[src/rtl/riscv_structures.sv]
// Shared execute-stage types: forwarding selects, M-extension ops, MDU FSM
// states, ALU and branch-compare encodings.
package riscv_structures;

   typedef enum logic [1:0] {REG = 2'd0, MEM = 2'd1, WB = 2'd2} hu_src_e;

   typedef enum logic [2:0] {
      MD_MUL, MD_MULH, MD_MULHSU, MD_MULHU, MD_DIV, MD_DIVU, MD_REM, MD_REMU
   } md_op_e;

   typedef enum logic [1:0] {IDLE, MUL, DIV, DONE} mdu_state_e;

   localparam logic [3:0] ALU_ADD  = 4'd0;
   localparam logic [3:0] ALU_SUB  = 4'd1;
   localparam logic [3:0] ALU_SLL  = 4'd2;
   localparam logic [3:0] ALU_SLT  = 4'd3;
   localparam logic [3:0] ALU_SLTU = 4'd4;
   localparam logic [3:0] ALU_XOR  = 4'd5;
   localparam logic [3:0] ALU_SRL  = 4'd6;
   localparam logic [3:0] ALU_SRA  = 4'd7;
   localparam logic [3:0] ALU_OR   = 4'd8;
   localparam logic [3:0] ALU_AND  = 4'd9;
   localparam logic [3:0] ALU_PASSB = 4'd10;

   localparam logic [2:0] BR_EQ  = 3'd0;
   localparam logic [2:0] BR_NE  = 3'd1;
   localparam logic [2:0] BR_LT  = 3'd4;
   localparam logic [2:0] BR_GE  = 3'd5;
   localparam logic [2:0] BR_LTU = 3'd6;
   localparam logic [2:0] BR_GEU = 3'd7;

endpackage

[src/rtl/alu.sv]
// Integer ALU shared by the execute stage.
module alu
   import riscv_structures::*;
#(
   parameter int XLEN = 32
) (
   input  logic [XLEN-1:0] a,
   input  logic [XLEN-1:0] b,
   input  logic [3:0]      op,
   output logic [XLEN-1:0] y
);
   localparam int SH = $clog2(XLEN);
   logic [SH-1:0] shamt;
   assign shamt = b[SH-1:0];

   // combinational operation select
   always_comb begin
      y = '0;
      case (op)
         ALU_ADD:   y = a + b;
         ALU_SUB:   y = a - b;
         ALU_SLL:   y = a << shamt;
         ALU_SLT:   y = {{(XLEN-1){1'b0}}, $signed(a) < $signed(b)};
         ALU_SLTU:  y = {{(XLEN-1){1'b0}}, a < b};
         ALU_XOR:   y = a ^ b;
         ALU_SRL:   y = a >> shamt;
         ALU_SRA:   y = $signed(a) >>> shamt;
         ALU_OR:    y = a | b;
         ALU_AND:   y = a & b;
         ALU_PASSB: y = b;
         default:   y = '0;
      endcase
   end
endmodule

[src/rtl/compare.sv]
// Branch condition evaluation on funct3.
module compare
   import riscv_structures::*;
#(
   parameter int XLEN = 32
) (
   input  logic [XLEN-1:0] a,
   input  logic [XLEN-1:0] b,
   input  logic [2:0]      funct3,
   output logic            taken
);
   // branch truth table
   always_comb begin
      taken = 1'b0;
      case (funct3)
         BR_EQ:   taken = (a == b);
         BR_NE:   taken = (a != b);
         BR_LT:   taken = ($signed(a) < $signed(b));
         BR_GE:   taken = ($signed(a) >= $signed(b));
         BR_LTU:  taken = (a < b);
         BR_GEU:  taken = (a >= b);
         default: taken = 1'b0;
      endcase
   end
endmodule

[src/rtl/mdu_iter.sv]
// Iterative multiply/divide: one bit per cycle on operand magnitudes,
// signs and divide-by-zero fixed up on the way out.
module mdu_iter
   import riscv_structures::*;
#(
   parameter int XLEN = 32
) (
   input  logic            clk,
   input  logic            rst,
   input  logic            start,
   input  md_op_e          op,
   input  logic [XLEN-1:0] a,
   input  logic [XLEN-1:0] b,
   output logic            done,
   output logic [XLEN-1:0] result
);
   localparam int CW = $clog2(XLEN + 1);

   // acc: {high product | remainder, low product | quotient}
   logic [2*XLEN-1:0] acc, prod_fix;
   logic [XLEN-1:0]   opnd, a_q, a_mag, b_mag, quo, rem;
   logic [XLEN:0]     add_sum, sub_try;
   logic [CW-1:0]     cnt;
   md_op_e            op_q;
   logic              a_sgn, b_sgn, neg_q, neg_r, div0, run;

   // operand signedness and magnitudes
   always_comb begin
      a_sgn = 1'b0;
      b_sgn = 1'b0;
      case (op)
         MD_MULH, MD_DIV, MD_REM: begin
            a_sgn = a[XLEN-1];
            b_sgn = b[XLEN-1];
         end
         MD_MULHSU: a_sgn = a[XLEN-1];
         default: ;
      endcase
      a_mag = a_sgn ? -a : a;
      b_mag = b_sgn ? -b : b;
   end

   assign add_sum = {1'b0, acc[2*XLEN-1:XLEN]} + (acc[0] ? {1'b0, opnd} : '0);
   assign sub_try = {acc[2*XLEN-1:XLEN], acc[XLEN-1]} - {1'b0, opnd};

   // shift-add multiply / restoring divide, down-counter terminates the run
   always_ff @(posedge clk or posedge rst) begin
      if (rst) begin
         acc   <= '0;
         opnd  <= '0;
         a_q   <= '0;
         op_q  <= MD_MUL;
         neg_q <= 1'b0;
         neg_r <= 1'b0;
         div0  <= 1'b0;
         run   <= 1'b0;
         cnt   <= '0;
         done  <= 1'b0;
      end else begin
         done <= 1'b0;
         if (start) begin
            acc   <= {{XLEN{1'b0}}, a_mag};
            opnd  <= b_mag;
            a_q   <= a;
            op_q  <= op;
            neg_q <= a_sgn ^ b_sgn;
            neg_r <= a_sgn;
            div0  <= (b == '0);
            run   <= 1'b1;
            cnt   <= CW'(XLEN);
         end else if (run) begin
            if (op_q[2]) begin
               if (!sub_try[XLEN]) acc <= {sub_try[XLEN-1:0], acc[XLEN-2:0], 1'b1};
               else                acc <= {acc[2*XLEN-2:0], 1'b0};
            end else begin
               acc <= {add_sum, acc[XLEN-1:1]};
            end
            cnt <= cnt - 1'b1;
            if (cnt == CW'(1)) begin
               run  <= 1'b0;
               done <= 1'b1;
            end
         end
      end
   end

   // sign restore and special cases
   always_comb begin
      prod_fix = neg_q ? -acc : acc;
      quo      = neg_q ? -acc[XLEN-1:0] : acc[XLEN-1:0];
      rem      = neg_r ? -acc[2*XLEN-1:XLEN] : acc[2*XLEN-1:XLEN];
      result   = '0;
      case (op_q)
         MD_MUL:                       result = prod_fix[XLEN-1:0];
         MD_MULH, MD_MULHSU, MD_MULHU: result = prod_fix[2*XLEN-1:XLEN];
         MD_DIV, MD_DIVU:              result = div0 ? '1 : quo;
         default:                      result = div0 ? a_q : rem;
      endcase
   end
endmodule

[src/rtl/execute_mdu.sv]
// Execute stage: operand forwarding, ALU, branch compare and an optional
// iterative M-extension unit sharing one output register toward MEM.
//
// state | meaning
// IDLE  | accepting instructions, ALU results registered in one cycle
// MUL   | multiply iterating (plus one cycle waiting on done)
// DIV   | divide iterating (plus one cycle waiting on done)
// DONE  | M-op result loaded into the output register
module execute_mdu
   import riscv_structures::*;
#(
   parameter int XLEN  = 32,
   parameter bit MD_EN = 1'b1
) (
   input  logic            clk,
   input  logic            rst,
   input  logic            in_valid,
   output logic            in_ready,
   input  logic [XLEN-1:0] rs1_data,
   input  logic [XLEN-1:0] rs2_data,
   input  hu_src_e         rs1s,
   input  hu_src_e         rs2s,
   input  logic [XLEN-1:0] bp_mem,
   input  logic [XLEN-1:0] bp_wb,
   input  logic [XLEN-1:0] pc_value,
   input  logic [XLEN-1:0] immediate_sext,
   input  logic            use_pc,
   input  logic            use_imm,
   input  logic [3:0]      alu_op,
   input  logic            md_en,
   input  logic [2:0]      md_op,
   input  logic            is_branch,
   input  logic [2:0]      funct3,
   input  logic [4:0]      rd,
   input  logic            reg_write,
   input  logic            mem_read,
   input  logic            mem_write,
   output logic            out_valid,
   output logic [XLEN-1:0] alu_result,
   output logic [XLEN-1:0] write_data,
   output logic [4:0]      rd_o,
   output logic            reg_write_o,
   output logic            mem_read_o,
   output logic            mem_write_o,
   output logic            pc_reset,
   output logic            busy
);
   mdu_state_e      state, state_nx;
   logic [XLEN-1:0] rs1_val, rs2_val, op_a, op_b, alu_y, md_result, wd_q;
   logic [4:0]      rd_q;
   logic            rw_q, mr_q, mw_q, taken, xfer, md_go, md_done;

   // forwarding muxes
   always_comb begin
      rs1_val = rs1_data;
      rs2_val = rs2_data;
      case (rs1s)
         MEM:     rs1_val = bp_mem;
         WB:      rs1_val = bp_wb;
         default: rs1_val = rs1_data;
      endcase
      case (rs2s)
         MEM:     rs2_val = bp_mem;
         WB:      rs2_val = bp_wb;
         default: rs2_val = rs2_data;
      endcase
   end

   assign op_a     = use_pc  ? pc_value       : rs1_val;
   assign op_b     = use_imm ? immediate_sext : rs2_val;
   assign in_ready = (state == IDLE);
   assign busy     = (state != IDLE);
   assign xfer     = in_valid & in_ready;
   assign md_go    = xfer & MD_EN & md_en;

   alu #(.XLEN(XLEN)) u_alu (.a(op_a), .b(op_b), .op(alu_op), .y(alu_y));

   compare #(.XLEN(XLEN)) u_cmp (.a(rs1_val), .b(rs2_val), .funct3(funct3), .taken(taken));

   mdu_iter #(.XLEN(XLEN)) u_mdu (
      .clk(clk), .rst(rst), .start(md_go), .op(md_op_e'(md_op)),
      .a(rs1_val), .b(rs2_val), .done(md_done), .result(md_result)
   );

   // FSM state register
   always_ff @(posedge clk or posedge rst) begin
      if (rst) state <= IDLE;
      else     state <= state_nx;
   end

   // FSM next state
   always_comb begin
      state_nx = state;
      case (state)
         IDLE:     if (md_go) state_nx = md_op[2] ? DIV : MUL;
         MUL, DIV: if (md_done) state_nx = DONE;
         DONE:     state_nx = IDLE;
         default:  state_nx = IDLE;
      endcase
   end

   // destination and control held across the M-op
   always_ff @(posedge clk or posedge rst) begin
      if (rst) begin
         rd_q <= '0;
         rw_q <= 1'b0;
         mr_q <= 1'b0;
         mw_q <= 1'b0;
         wd_q <= '0;
      end else if (md_go) begin
         rd_q <= rd;
         rw_q <= reg_write;
         mr_q <= mem_read;
         mw_q <= mem_write;
         wd_q <= rs2_val;
      end
   end

   // output register: bubble by default, ALU result on transfer, MDU result in DONE
   always_ff @(posedge clk or posedge rst) begin
      if (rst) begin
         out_valid   <= 1'b0;
         alu_result  <= '0;
         write_data  <= '0;
         rd_o        <= '0;
         reg_write_o <= 1'b0;
         mem_read_o  <= 1'b0;
         mem_write_o <= 1'b0;
         pc_reset    <= 1'b0;
      end else begin
         out_valid   <= 1'b0;
         reg_write_o <= 1'b0;
         mem_read_o  <= 1'b0;
         mem_write_o <= 1'b0;
         pc_reset    <= 1'b0;
         if (state == DONE) begin
            out_valid   <= 1'b1;
            alu_result  <= md_result;
            write_data  <= wd_q;
            rd_o        <= rd_q;
            reg_write_o <= rw_q;
            mem_read_o  <= mr_q;
            mem_write_o <= mw_q;
         end else if (xfer && !md_go) begin
            out_valid   <= 1'b1;
            alu_result  <= alu_y;
            write_data  <= rs2_val;
            rd_o        <= rd;
            reg_write_o <= reg_write;
            mem_read_o  <= mem_read;
            mem_write_o <= mem_write;
            pc_reset    <= is_branch & taken;
         end
      end
   end
endmodule

[config.mk]
export PLATFORM = sky130hd
export DESIGN_NAME = execute_mdu
export DESIGN_NICKNAME = d
export VERILOG_FILES = /design/src/rtl/riscv_structures.sv /design/src/rtl/alu.sv /design/src/rtl/compare.sv /design/src/rtl/mdu_iter.sv /design/src/rtl/execute_mdu.sv
export SDC_FILE = /design/constraint.sdc
export NUM_CORES = 2
export LEC_CHECK = 0
export CAP_MARGIN = 10
export CELL_PAD_IN_SITES_DETAIL_PLACEMENT = 2
export CELL_PAD_IN_SITES_GLOBAL_PLACEMENT = 2
export CORE_UTILIZATION = 34
export CTS_CLUSTER_SIZE = 30
export DETAILED_ROUTE_END_ITERATION = 8
export PLACE_DENSITY = 0.79
export SYNTH_ARGS = -nofsm -noshare
export SYNTH_HDL_FRONTEND = slang
export SYNTH_SLANG_ARGS = --single-unit
[constraint.sdc]
create_clock -name clk -period 10.85 [get_ports clk]
set_input_delay 1.085 -clock clk [delete_from_list [all_inputs] [get_ports clk]]
set_output_delay 1.085 -clock clk [all_outputs]
set_load 0.05 [all_outputs]
# Yosys cells after proc, flatten, opt, wreduce, memory -nomap -nowiden
# Index checks and enable logic that the tools add are counted.
[classes]
muxes = 49
bitwise = 7
magnitude_cmp = 6
eq_ne = 36
shifts = 3
reduce_logical = 16
add_sub_neg = 10
[ops]
columns = ["op", "n"]
rows = [
  ["32-bit two-way mux", 13],
  ["32-bit case mux with 11 select lines", 1],
  ["64-bit two-way mux", 5],
  ["32-bit less-than comparator", 4],
  ["32-bit negation", 4],
  ["32-bit case mux with 2 select lines", 2],
  ["32-bit case mux with 3 select lines", 1],
  ["32-bit >= comparator", 2],
  ["64-bit negation", 1],
  ["32-bit by 33-bit adder with 33-bit output", 1],
  ["33-bit by 32-bit subtractor with 33-bit output", 1],
  ["32-bit adder", 1],
  ["32-bit AND", 1],
  ["32-bit equality test", 1],
  ["32-bit logical NOT", 1],
  ["32-bit inequality test", 1],
  ["32-bit OR", 1],
  ["32-bit by 5-bit left shift with 32-bit output", 1],
  ["32-bit by 5-bit right shift with 32-bit output", 1],
  ["32-bit by 5-bit >>> shifter with 32-bit output", 1],
  ["32-bit subtractor", 1],
  ["32-bit bitwise XOR", 1],
  ["3-bit equality test, second input constant", 8],
  ["1-bit two-way mux", 18],
  ["other kinds (28)", 55],
]
[word_totals]
input_bits = 221
elab_cells = 151
reg_bits = 258

# Longest topological paths before layout
[depth]
ltp_word = 7
ltp_mapped = 22

# Hierarchy
# Synthesis repeated with hierarchy kept, for this count alone.
[hier_totals]
hier_cells = 4086
hier_area_um2 = 30653.1
[by_module_without_submodules]
columns = ["mod", "cells_each", "instances", "area_each_um2"]
rows = [
  ["mdu_iter", 1793, 1, 13948.4],
  ["alu", 1381, 1, 8932.3],
  ["execute_mdu", 784, 1, 6849.1],
  ["compare", 128, 1, 923.4],
]

# Worst setup path before layout
# No wires, ideal clock.
[synth_timing]
path_kind = "input port to flip-flop"
start = "input port rs2s[0]"
end = "register alu_result[24]"
arrival_ps = 6040
path_buffers = 7
setup_ps = 138
path_stages = 22
slack_ps = 4672
path_cell_list = "inv_1 > ha_1 > buf_2 > clkbuf_1 > nor2b_1 > o31a_1 > clkbuf_1 > buf_2 > buf_1 > buf_1 > ha_1 > clkbuf_1 > o21a_1 > o31a_1 > o31ai_2 > a21oi_1 > a311o_1 > o41ai_2 > o31ai_1 > a221o_1 > a221oi_1 > o22ai_1"
[synth_between]
elab_chain_cells = 7
[synth_lines]
columns = ["element", "line", "text"]
rows = [
  ["start: declaration", "execute_mdu.sv:22", "input hu_src_e rs2s,"],
  ["2-bit equality test or 2-bit by 1-bit equality test with 1-bit output (tied branches)", "execute_mdu.sv:62", "case (rs2s)"],
  ["32-bit case mux with 2 select lines (*)", "execute_mdu.sv:62", ""],
  ["32-bit two-way mux (*)", "execute_mdu.sv:70", "assign op_b = use_imm ? immediate_sext : rs2_val;"],
  ["32-bit subtractor, or another cell as far along", "alu.sv:21", "ALU_SUB: y = a - b;"],
  ["32-bit case mux with 11 select lines (*)", "alu.sv:19", "case (op)"],
  ["32-bit two-way mux (*)", "execute_mdu.sv:144", "end else if (xfer && !md_go) begin"],
  ["32-bit two-way mux (*)", "execute_mdu.sv:136", "if (state == DONE) begin"],
  ["end signal: assignment", "execute_mdu.sv:138", "alu_result <= md_result;"],
  ["end signal: assignment", "execute_mdu.sv:146", "alu_result <= alu_y;"],
  ["end: declaration", "execute_mdu.sv:39", "output logic [XLEN-1:0] alu_result,"],
]
# Mark *: on every way between the ends. The rest lies on a longest branch, timed or not. The select of a mux whose other input is x is not followed.
# A chain may end at the register's enable or synchronous reset.

# Worst setup path after layout
[layout_timing]
start = "input port rs1s[0]"
end = "register alu_result[24]"
[layout_between]
elab_chain_cells = 7
[layout_lines]
columns = ["element", "line", "text"]
rows = [
  ["start: declaration", "execute_mdu.sv:21", "input hu_src_e rs1s,"],
  ["2-bit equality test or 2-bit by 1-bit equality test with 1-bit output (tied branches)", "execute_mdu.sv:57", "case (rs1s)"],
  ["32-bit case mux with 2 select lines (*)", "execute_mdu.sv:57", ""],
  ["32-bit two-way mux (*)", "execute_mdu.sv:69", "assign op_a = use_pc ? pc_value : rs1_val;"],
  ["32-bit subtractor, or another cell as far along", "alu.sv:21", ""],
  ["32-bit case mux with 11 select lines (*)", "alu.sv:19", ""],
  ["32-bit two-way mux (*)", "execute_mdu.sv:144", ""],
  ["32-bit two-way mux (*)", "execute_mdu.sv:136", ""],
]
# Marks and branches as above.

==> results.py <==
metrics = {
    "clock_tree": {
        "clk_transition_reported_paths_ps": 60,
        "post-cts-setup-buffers": 0,
        "cts_buffer_depth": 3,
        "cts_buffers": 36,
        "insertion_delay_ps": 600,
        "cts_resized": 0,
        "htreeDepth": 2,
        "cts.sinks": 257,
        "cts_tree": "done",
        "hold_buffers": 0,
        "clockRootBuffer": "clkbuf_16",
    },
    "worst_setup_path": {
        "crit_chain": "clkdlybuf4s50_1, inv_1, ha_2, buf_4, nand2b_1, nand2_1, o21ai_0, inv_1, ha_1, fa_1, nor2b_1, o31a_1, o31ai_2, a21oi_1, a311o_1, o41ai_2, o31ai_1, a221o_1, a221oi_1, o22ai_1",
        "critical_path.endpoint_type": "flop",
        "path_delay_family": "compound AO/OA/AOI/OAI gates",
        "cpMaxStageDelayCell": "o41ai_2",
        "path_class": "input pin to flop",
        "worst-path-max-fanout": 55,
        "path_common_cell": "inv_1",
        "worstPathRequired_ps": 11270,
        "arrival_ps": 7360,
        "start_kind": "input pin",
        "cp_num_buf_inv": 4,
        "slowest_delay_ps": 730,
    },
    "synthesis": {
        "synth_top_area_cell": "dfrtp_1",
        "synth.area.mux_share": 0.0644,
        "synth_enable_flop_cells": 0,
        "synth_compound_area_frac": 0.313,
        "syn_area_per_cell_um2": 7.32,
        "syn_nets": 4607,
        "synth_xor_xnor_area_share": 0.0673,
        "yosys_warnings": 0,
        "yosysSeqAreaShare": 0.210,
        "ys_ff_latch": 257,
        "syn_inst": 4180,
        "async_reset_ff_frac": 1.00,
        "yosys.area_share.simple": 0.193,
        "synth_top_family_by_area": "compound AO/OA/AOI/OAI gates",
        "synth_ff_type": "dfrtp_1",
        "synth_area_um2": 30600,
        "yosys.area.top_type_share": 0.210,
        "synthAdderAreaFrac": 0.0853,
        "synth.top_cells.by_area": "dfrtp_1, ha_1, o21ai_0, nand2_1, mux2i_1",
        "synth.distinct_cells": 97,
    },
    "place": {
        "place_hpwl_um": 139000,
        "dpl_cell_area_um2": 34800,
        "place_congestion": 1.02,
        "io_buffer_count": 296,
    },
    "die": {
        "fp.dieH_um": 302,
        "ios": 297,
        "dieArea_um2": 91100,
        "initial_core_util": 0.344,
        "fp.dieW_um": 302,
        "core_um2": 88800,
        "core.rowCount": 109,
    },
    "grt": {
        "grt_pass1_vias": 36700,
        "grt_max_degree": 112,
        "grt_usage": 0.383,
        "grt_antenna_before_repair": 13,
        "grt_overflow": 0,
        "grt_pass1_wl_um": 259000,
    },
    "timing": {
        "fin_skew_ps": 42.0,
        "finalCritPeriodShare": 0.640,
        "hold_violations": 0,
        "slew_headroom": 0.105,
        "finalSetupTns_ps": 0,
        "finalSetupViolCount": 0,
        "min_period_ps": 6940,
        "fmax_mhz": 144,
        "finalMaxSlewViolations": 0,
        "rsz0062_at_grt": "false",
        "worst_pin_slew_ps": 1330,
    },
    "cells_and_area": {
        "nFillCells": 10400,
        "drive_gt1_frac": 0.0640,
        "syn_to_final_growth_pct": 17.8,
        "design_area_um2": 36000,
        "fin_nets": 4745,
    },
    "pwr": {
        "ir_worst_vdd_mv": 0.132,
        "leakagePower_uw": 0.0152,
        "power_density_nw_per_um2": 288,
    },
    "routing": {
        "drt_iter0_drc": 3159,
        "routedWlPerCell_um": 32.3,
        "vias_per_cell": 6.47,
        "first_pass_iters": 6,
        "ant_nets": 0,
        "vias": 35700,
        "drcViolationCount": 0,
        "drt-total-wl_um": 178000,
    },
    "run_status": {
        "outcome": "complete, no violations",
    },
    "flow_run": {
        "drv_cap": 0,
    },
    "hold_path": {
        "hold_path.class": "flop to flop",
    },
}
## registers in the layout, indices dropped and copies added (netlist names)
signal       flops
u_mdu.a_q       32
write_data      32
alu_result      32
u_mdu.div0       1
u_mdu.neg_r      1
u_mdu.opnd      31
state            2
u_mdu.op_q       3
rd_q             5
rd_o             5
u_mdu.acc       64
reg_write_o      1
pc_reset         1
rw_q             1
u_mdu.done       1
u_mdu.run        1
u_mdu.neg_q      1
out_valid        1
u_mdu.cnt        6
wd_q            32
mem_write_o      1
mem_read_o       1
mr_q             1
mw_q             1
## area by class of cell
cell class	count	area, um^2	share of cell area
inverters	213	808	0.0224
diodes	8	20.0	0.000556
repair buffers	411	3820	0.106
multi-input cells	3399	22300	0.618
well taps	1165	1460	0.0405
clock buffers	45	986	0.0274
clock inverters	18	233	0.00646
flip-flops and latches	257	6430	0.179
## final timing paths
kind / startpoint / to / slack, ps / cells after the start
min in group asynchronous: rst / u_mdu.cnt[4] / 1010 / 2
setup / recovery: rs1s[0] / alu_result[24] / 3910 / 20
hold / removal: u_mdu.opnd[3] / u_mdu.opnd[3] / 480 / 2
setup reg to reg: u_mdu.acc[0] / u_mdu.acc[61] / 6230 / 14
max in group asynchronous: rst / alu_result[4] / 8350 / 3
hold reg to reg: u_mdu.opnd[3] / u_mdu.opnd[3] / 480 / 2
## cell usage after synthesis, types with 12 or more instances
cell       count
nor4_1        22
or4_1         16
nor3b_1       17
o211ai_1      89
a21o_1        52
a211oi_1      53
a31oi_1       44
buf_1         41
o22ai_1       27
a221o_1       47
nand2_1      516
o31ai_1       41
nand4_1       33
a21oi_1      278
clkbuf_1     235
or3_1         22
and3_1        24
nand2b_1      72
o221ai_1      35
nand3_1       61
nor3_1        53
xor2_1       117
o2111ai_1     14
nor2_1       350
ha_1         202
o21ai_0      403
o21a_1        21
a221oi_1      68
a22o_1        25
o21ai_1       91
or2_2         14
xnor2_1      116
a22oi_1       47
o31a_1        12
buf_2         32
inv_1        202
dfrtp_1      257
mux2_2        24
mux2i_1      164
nor2b_1       37
o21bai_1      24
and2_1        14
## placed cells by master (no fill, tap or decap), types with 14 or more instances in the layout
cell and count:
a221oi_1 67, a31oi_1 44, o221ai_1 34, nor3_1 52, o21ai_1 93, inv_1 201
nand3_1 60, o21ai_0 401, nor3b_1 17, a22oi_1 47, mux2_2 24, nor2_1 347
nor4_1 21, or4_1 16, mux2i_1 164, xnor2_1 115, o31ai_1 40, xor2_1 116
clkbuf_16 37, a22o_1 25, nor2b_1 37, nand2_1 516, o22ai_1 27, clkdlybuf4s50_1 294
nand2b_1 72, and2_1 14, ha_1 200, nand4_1 33, or3_1 22, buf_4 113
a221o_1 47, o2111ai_1 14, o21bai_1 24, o21a_1 21, a211oi_1 52, a21oi_1 278
a21o_1 52, and3_1 24, o211ai_1 89, dfrtp_1 254
## where the power goes
group	internal, uW	switching, uW
sequential	1420	663
clock	748	544
combinational	2390	4590
## cell families after synthesis
family,Yosys count
adders and majority gates,206
AOI/OAI and AO/OA,1477
DFF,257
and+or+nand+nor,1289
muxes,193
xor gates and xnor gates,234
buffers and inverters,524
## worst reg2reg max path, cell delays in order (launching register included)
cell and delay, ps:
dfrtp_1 480, inv_1 140, buf_4 400, nor2_1 170, fa_1 490, a211oi_1 360
o21a_1 190, o21ai_1 170, nor3b_1 190, or4_1 640, a311oi_1 710, o21ai_1 190
xnor2_1 170, nand2_1 80, nand3_1 90
## metrics by stage
stage	util	cells	hold WS, ps	power [uW]	worst slack, ps
finish	0.406	5516	479	10400	3910
floorplan	-	4180	441	6290	2690
detailed placement	0.392	5444	469	8860	3460
CTS	0.405	5507	485	10200	4060
global placement	0.391	5442	455	8600	3450
global route	0.405	5508	511	10900	3660
## routing by layer
| metal | routed length, um | vias up | track usage |
|---|---|---|---|
| li1 | - | 15400 | - |
| met1 | 73300 | 18200 | 0.487 |
| met2 | 79900 | 1547 | 0.608 |
| met3 | 12500 | 449 | 0.0658 |
| met4 | 12300 | 12 | 0.229 |
| met5 | 84 | - | 0 |
Power figures use the tool's default switching activity.
